===== config.mk =====
export PLATFORM = sky130hd
export DESIGN_NAME = multicycle_controller
export DESIGN_NICKNAME = d
export VERILOG_FILES = /design/src/rtl/mips_pkg.sv /design/src/rtl/mc_output_decoder.sv /design/src/rtl/multicycle_controller.sv
export SDC_FILE = /design/constraint.sdc
export NUM_CORES = 1
export LEC_CHECK = 0
export ABC_AREA = 1
export CORE_ASPECT_RATIO = 0.5
export CORE_MARGIN = 5
export CORE_UTILIZATION = 30
export DETAILED_ROUTE_END_ITERATION = 8
export PLACE_DENSITY = 0.65
export SYNTH_ARGS = -nofsm -noshare
export SYNTH_HDL_FRONTEND = slang
export SYNTH_SLANG_ARGS = --single-unit

===== constraint.sdc =====
create_clock -name clk -period 1.25 [get_ports clk]
set_input_delay 0.3125 -clock clk [delete_from_list [all_inputs] [get_ports clk]]
set_output_delay 0.3125 -clock clk [all_outputs]
set_load 0.005 [all_outputs]

===== src/rtl/mips_pkg.sv =====
// Shared definitions for the MIPS control path.
// Holds the opcode constants (also used by main_decoder), the 4-bit state
// encoding of the multicycle sequencer, the mux select / ALU op encodings
// and the control bundle passed from the output decoder to the top level.
package mips_pkg;

    localparam logic [5:0] OP_RTYPE = 6'b000000;
    localparam logic [5:0] OP_LW    = 6'b100011;
    localparam logic [5:0] OP_SW    = 6'b101011;
    localparam logic [5:0] OP_ADDI  = 6'b001000;
    localparam logic [5:0] OP_BEQ   = 6'b000100;
    localparam logic [5:0] OP_J     = 6'b000010;

    typedef enum logic [3:0] {
        S_FETCH    = 4'd0,
        S_DECODE   = 4'd1,
        S_MEMADR   = 4'd2,
        S_MEMREAD  = 4'd3,
        S_MEMWB    = 4'd4,
        S_MEMWRITE = 4'd5,
        S_EXECUTE  = 4'd6,
        S_ALUWB    = 4'd7,
        S_ADDIEX   = 4'd8,
        S_ADDIWB   = 4'd9,
        S_BRANCH   = 4'd10,
        S_JUMP     = 4'd11
    } state_t;

    localparam logic [1:0] SRCB_B      = 2'b00;
    localparam logic [1:0] SRCB_FOUR   = 2'b01;
    localparam logic [1:0] SRCB_IMM    = 2'b10;
    localparam logic [1:0] SRCB_IMM_SH = 2'b11;

    localparam logic [1:0] PCSRC_ALU    = 2'b00;
    localparam logic [1:0] PCSRC_ALUOUT = 2'b01;
    localparam logic [1:0] PCSRC_JUMP   = 2'b10;

    localparam logic [1:0] ALUOP_ADD   = 2'b00;
    localparam logic [1:0] ALUOP_SUB   = 2'b01;
    localparam logic [1:0] ALUOP_FUNCT = 2'b10;

    typedef struct packed {
        logic       mem_req;
        logic       iord;
        logic       mem_write;
        logic       ir_write;
        logic       pc_write;
        logic       branch;
        logic [1:0] pc_src;
        logic       reg_dst;
        logic       mem_to_reg;
        logic       reg_write;
        logic       alu_src_a;
        logic [1:0] alu_src_b;
        logic [1:0] alu_op;
    } ctrl_t;

    function automatic logic is_supported(input logic [5:0] op);
        return (op == OP_RTYPE) || (op == OP_LW) || (op == OP_SW) ||
               (op == OP_ADDI) || (op == OP_BEQ) || (op == OP_J);
    endfunction

endpackage


===== src/rtl/mc_output_decoder.sv =====
// Combinational control decoder for the multicycle sequencer.
// Ports:
//   state     in  current sequencer state
//   mem_ready in  memory completes the current request this cycle
//   ctrl      out register enables, mux selects and memory request bundle
// Only FETCH depends on mem_ready: the IR and PC load on the cycle the
// instruction word actually arrives.
module mc_output_decoder
    import mips_pkg::*;
(
    input  state_t state,
    input  logic   mem_ready,
    output ctrl_t  ctrl
);

    always_comb begin
        ctrl = '0;
        case (state)
            S_FETCH: begin
                ctrl.mem_req   = 1'b1;
                ctrl.iord      = 1'b0;
                ctrl.alu_src_a = 1'b0;
                ctrl.alu_src_b = SRCB_FOUR;
                ctrl.alu_op    = ALUOP_ADD;
                ctrl.pc_src    = PCSRC_ALU;
                ctrl.ir_write  = mem_ready;
                ctrl.pc_write  = mem_ready;
            end
            S_DECODE: begin
                // Speculative branch target lands in ALUOut.
                ctrl.alu_src_a = 1'b0;
                ctrl.alu_src_b = SRCB_IMM_SH;
                ctrl.alu_op    = ALUOP_ADD;
            end
            S_MEMADR, S_ADDIEX: begin
                ctrl.alu_src_a = 1'b1;
                ctrl.alu_src_b = SRCB_IMM;
                ctrl.alu_op    = ALUOP_ADD;
            end
            S_MEMREAD: begin
                ctrl.mem_req = 1'b1;
                ctrl.iord    = 1'b1;
            end
            S_MEMWB: begin
                ctrl.reg_dst    = 1'b0;
                ctrl.mem_to_reg = 1'b1;
                ctrl.reg_write  = 1'b1;
            end
            S_MEMWRITE: begin
                ctrl.mem_req   = 1'b1;
                ctrl.iord      = 1'b1;
                ctrl.mem_write = 1'b1;
            end
            S_EXECUTE: begin
                ctrl.alu_src_a = 1'b1;
                ctrl.alu_src_b = SRCB_B;
                ctrl.alu_op    = ALUOP_FUNCT;
            end
            S_ALUWB: begin
                ctrl.reg_dst    = 1'b1;
                ctrl.mem_to_reg = 1'b0;
                ctrl.reg_write  = 1'b1;
            end
            S_ADDIWB: begin
                ctrl.reg_dst    = 1'b0;
                ctrl.mem_to_reg = 1'b0;
                ctrl.reg_write  = 1'b1;
            end
            S_BRANCH: begin
                ctrl.alu_src_a = 1'b1;
                ctrl.alu_src_b = SRCB_B;
                ctrl.alu_op    = ALUOP_SUB;
                ctrl.branch    = 1'b1;
                ctrl.pc_src    = PCSRC_ALUOUT;
            end
            S_JUMP: begin
                ctrl.pc_write = 1'b1;
                ctrl.pc_src   = PCSRC_JUMP;
            end
            default: ctrl = '0;
        endcase
    end

endmodule


===== src/rtl/multicycle_controller.sv =====
// Multicycle MIPS sequencer: steps the shared datapath through fetch,
// decode, execute, memory and writeback, and watches memory stalls.
// Ports:
//   clk, rst_n    clock (rising edge), asynchronous active-low reset
//   opcode        instr[31:26] from the IR
//   mem_ready     memory completes the current request this cycle
//   mem_req .. alu_op  datapath controls, combinational from state + mem_ready
//   illegal_op    sticky, unsupported opcode seen in DECODE
//   mem_timeout   sticky, a memory wait ran past WAIT_MAX cycles
//   state_o       current state, debug only
//
// state    | meaning
// ---------+-----------------------------------------------
// FETCH    | read instruction at PC, PC <= PC+4 on ready
// DECODE   | read registers, branch target into ALUOut
// MEMADR   | ALUOut <= A + sign-extended offset
// MEMREAD  | load data from ALUOut address
// MEMWB    | rt <= loaded data
// MEMWRITE | store B to ALUOut address
// EXECUTE  | R-type ALU operation
// ALUWB    | rd <= ALUOut
// ADDIEX   | A + sign-extended immediate
// ADDIWB   | rt <= ALUOut
// BRANCH   | compare A-B, conditional PC <= ALUOut
// JUMP     | PC <= jump target
module multicycle_controller
    import mips_pkg::*;
#(
    parameter int WAIT_MAX = 15
) (
    input  logic       clk,
    input  logic       rst_n,
    input  logic [5:0] opcode,
    input  logic       mem_ready,
    output logic       mem_req,
    output logic       iord,
    output logic       mem_write,
    output logic       ir_write,
    output logic       pc_write,
    output logic       branch,
    output logic [1:0] pc_src,
    output logic       reg_dst,
    output logic       mem_to_reg,
    output logic       reg_write,
    output logic       alu_src_a,
    output logic [1:0] alu_src_b,
    output logic [1:0] alu_op,
    output logic       illegal_op,
    output logic       mem_timeout,
    output logic [3:0] state_o
);

    // Keep at least one bit so WAIT_MAX = 0 still elaborates.
    localparam int CW = (WAIT_MAX > 0) ? $clog2(WAIT_MAX + 1) : 1;
    localparam logic [CW-1:0] WAIT_LIM = CW'(WAIT_MAX);

    state_t        state;
    state_t        state_nxt;
    ctrl_t         ctrl;
    logic [CW-1:0] wait_cnt;
    logic          waiting;
    logic          bad_opcode;

    always_ff @(posedge clk or negedge rst_n) begin
        if (!rst_n) begin
            state <= S_FETCH;
        end else begin
            state <= state_nxt;
        end
    end

    always_comb begin
        state_nxt = state;
        case (state)
            S_FETCH: begin
                if (mem_ready) state_nxt = S_DECODE;
            end
            S_DECODE: begin
                case (opcode)
                    OP_LW, OP_SW: state_nxt = S_MEMADR;
                    OP_RTYPE:     state_nxt = S_EXECUTE;
                    OP_ADDI:      state_nxt = S_ADDIEX;
                    OP_BEQ:       state_nxt = S_BRANCH;
                    OP_J:         state_nxt = S_JUMP;
                    default:      state_nxt = S_FETCH;
                endcase
            end
            S_MEMADR:   state_nxt = (opcode == OP_LW) ? S_MEMREAD : S_MEMWRITE;
            S_MEMREAD: begin
                if (mem_ready) state_nxt = S_MEMWB;
            end
            S_MEMWRITE: begin
                if (mem_ready) state_nxt = S_FETCH;
            end
            S_EXECUTE:  state_nxt = S_ALUWB;
            S_ADDIEX:   state_nxt = S_ADDIWB;
            S_MEMWB, S_ALUWB, S_ADDIWB, S_BRANCH, S_JUMP: state_nxt = S_FETCH;
            default:    state_nxt = S_FETCH;
        endcase
    end

    assign waiting    = (state == S_FETCH) || (state == S_MEMREAD) || (state == S_MEMWRITE);
    assign bad_opcode = (state == S_DECODE) && !is_supported(opcode);

    // The counter holds at WAIT_LIM; the next stalled cycle is the one that
    // exceeds the limit. The FSM keeps waiting regardless.
    always_ff @(posedge clk or negedge rst_n) begin
        if (!rst_n) begin
            wait_cnt    <= '0;
            mem_timeout <= 1'b0;
        end else if (waiting && !mem_ready) begin
            if (wait_cnt == WAIT_LIM) begin
                mem_timeout <= 1'b1;
            end else begin
                wait_cnt <= wait_cnt + 1'b1;
            end
        end else begin
            wait_cnt <= '0;
        end
    end

    always_ff @(posedge clk or negedge rst_n) begin
        if (!rst_n) begin
            illegal_op <= 1'b0;
        end else if (bad_opcode) begin
            illegal_op <= 1'b1;
        end
    end

    mc_output_decoder u_outdec (
        .state     (state),
        .mem_ready (mem_ready),
        .ctrl      (ctrl)
    );

    assign mem_req    = ctrl.mem_req;
    assign iord       = ctrl.iord;
    assign mem_write  = ctrl.mem_write;
    assign ir_write   = ctrl.ir_write;
    assign pc_write   = ctrl.pc_write;
    assign branch     = ctrl.branch;
    assign pc_src     = ctrl.pc_src;
    assign reg_dst    = ctrl.reg_dst;
    assign mem_to_reg = ctrl.mem_to_reg;
    assign reg_write  = ctrl.reg_write;
    assign alu_src_a  = ctrl.alu_src_a;
    assign alu_src_b  = ctrl.alu_src_b;
    assign alu_op     = ctrl.alu_op;
    assign state_o    = state;

endmodule


==> results.json <==
{
  "status": "complete, but fails checks",
  "violations": "setup timing",
  "max_cap_violations": 0,
  "die_area_um2": 3800,
  "fin_cells": 236,
  "synth_top_area_share_pct": 31.9,
  "overflow": 0,
  "async_flop_share_pct": 100,
  "start_util_pct": 30.7,
  "yosysTopAreaCell": "dfrtp_1",
  "syn_area_per_cell_um2": 6.65,
  "critical_path_class": "flip-flop to output pin",
  "dpl.hpwl_um": 1740,
  "tightest_slew_ns": 0.309,
  "ir_drop_uv": 732,
  "ys_top_cells_by_area": "dfrtp_1, nor2_1, nand2_1",
  "cts_buffers": 3,
  "viasPerCell": 4.53,
  "netlist_top_cells_count": "nor2_1, nand2_1, inv_1",
  "place_area_um2": 1320,
  "cts.reportedPaths.clkPinSlew_ns": 0.05,
  "syn_to_final_growth_pct": 120,
  "first_pass_iters": 4,
  "fin_total_pwr_mw": 2.39,
  "hold_violations": 0,
  "fin_crit_sh_pct": 142,
  "setup_ws_ns": -0.527,
  "fmax_mhz": 563,
  "synth_nets": 128,
  "hold_path_class": "input pin to async pin",
  "fin_area_um2": 1720,
  "grt_pass1_wl_um": 4440,
  "layout.nets": 210,
  "critPathCaptureType": "output pin",
  "dr.first_iter.drc_count": 53,
  "io_buffer_count": 30,
  "drcViolationCount": 0,
  "pre_cts_ws_ns": -0.563,
  "wl_per_cell_um": 13.2,
  "routed_wl_um": 3110,
  "ios": 31,
  "synth_most_common_cell": "nor2_1",
  "ys_warn_count": 0,
  "slew_headroom_pct": 79.3,
  "cts.path.max_buffers": 2,
  "antenna_cells": 0,
  "grt_pass1_vias": 1006,
  "min_period_ns": 1.78,
  "p_per_area_nw_per_um2": 1390,
  "grt_max_degree": 11,
  "setup_viol": 28,
  "drive_gt1_share_pct": 57.8,
  "cellLeakagePower_nw": 0.920,
  "h-tree-depth": 1,
  "final.setup_skew_ns": 0.000562,
  "cts_tree": "built",
  "final_max_slew_viol_count": 0,
  "gp_routability_congestion": 0.764,
  "synth_seq_cells": 10,
  "clockRootBuffer": "clkbuf_8",
  "fillerInstances": 192,
  "netlist_instances": 118,
  "die-height_um": 46.2,
  "core_area_um2": 2550,
  "vias": 1068,
  "synth_seq_area_share_pct": 31.9,
  "fin_util_pct": 67.5,
  "ys.flop_type": "dfrtp_1",
  "rsz0062_at_grt": "yes",
  "row_count": 13,
  "synth_edf_count": 0,
  "required_ns": 0.94,
  "cts_sinks": 10,
  "clk_latency_ns": 0.24,
  "grt_usage_pct": 15.2,
  "worstSetupStartpointType": "flip-flop",
  "dp_cells": 209,
  "ys_types": 24,
  "ant_nets": 0,
  "path_max_fanout": 3,
  "worst-endpoint-arrival_ns": 1.46,
  "antenna_found_initial": 0,
  "die_w_um": 82.3,
  "syn_area_um2": 785
}
## state kept, by name (all words and copies together) (netlist names)
register     cells
illegal_op       1
mem_timeout      1
state_o          4
wait_cnt         4
## worst max-delay path, cell delays in order (launching register included)
cell     delay, ns
dfrtp_1       0.42
buf_6         0.14
nor2_4        0.09
buf_4         0.14
nand2_2       0.10
o22ai_1       0.19
buf_2         0.15
## layout make-up
type	instances	area [µm²]	share of cell area [%]
clock buffers	4	55.1	3.20
inverters	20	75.1	4.36
multi-input cells	87	597	34.6
flip-flops and latches	10	254	14.7
well taps	37	46.3	2.69
repair buffers	78	696	40.4
## power breakdown
group	total, mW	switching (mW)	leakage [nW]	internal (mW)
registers	0.464	0.0821	0.127	0.382
logic	1.53	0.723	0.764	0.802
clock network	0.402	0.125	0.0288	0.277
total	2.39	0.930	0.920	1.46
## path summary, 6_finish.rpt
check,start,end,slack (ns),depth (start not counted)
setup reg to reg,state_o[3],state_o[1],-0.35,12
max in group asynchronous,rst_n,state_o[2],0.72,2
min in group clk,illegal_op,illegal_op,0.47,2
setup / recovery,state_o[3],pc_write,-0.53,6
hold / removal,rst_n,state_o[1],0.38,2
hold reg to reg,illegal_op,illegal_op,0.47,2
## layer usage
layer,vias up,wire length [µm],part of all wire (%),track usage [%]
met5,-,0,0,0
met4,0,60,1.9,2.65
met3,6,211,6.8,3.13
met2,40,1620,52,27.5
met1,490,1210,39,19.0
li1,532,-,-,-
## stage by stage
stage | setup TNS, ns | hold WS, ns
after floorplan | 0 | 0.0169
after global placement | -8.96 | 0.462
after detailed placement | -9.26 | 0.467
after CTS | -6.43 | 0.372
after global routing | -9.24 | 0.404
final | -7.76 | 0.377
## cells by family (layout without fill, tap and decap cells)
group,Yosys count,in the layout,share of synthesized area [%]
simple gates,76,76,47.8
fa+ha+maj,1,1,1.59
buf+inv,21,102,10.5
flops,10,10,31.9
xor+xnor,2,2,2.23
compound gates,8,8,5.90
## timing repair
item	in CTS	in global routing
hold buffers	0	0
endpoints found under the setup margin	30	28
gates resized for setup	120	28
pin swaps	14	11
setup buffers	23	4
## layout by cell type (no fill, tap or decap), types with 3 or more instances in the layout
cell type and instances:
dfrtp_1 7, clkbuf_8 4, inv_2 9, clkdlybuf4s50_1 8, nor2_4 11, nand3_1 7, inv_1 11, nand2_4 5
nand2_2 4, nand2_1 21, dfrtp_2 3, nor2_1 16, buf_2 10, buf_4 28, buf_6 28
(Power assumes the default switching activity.)
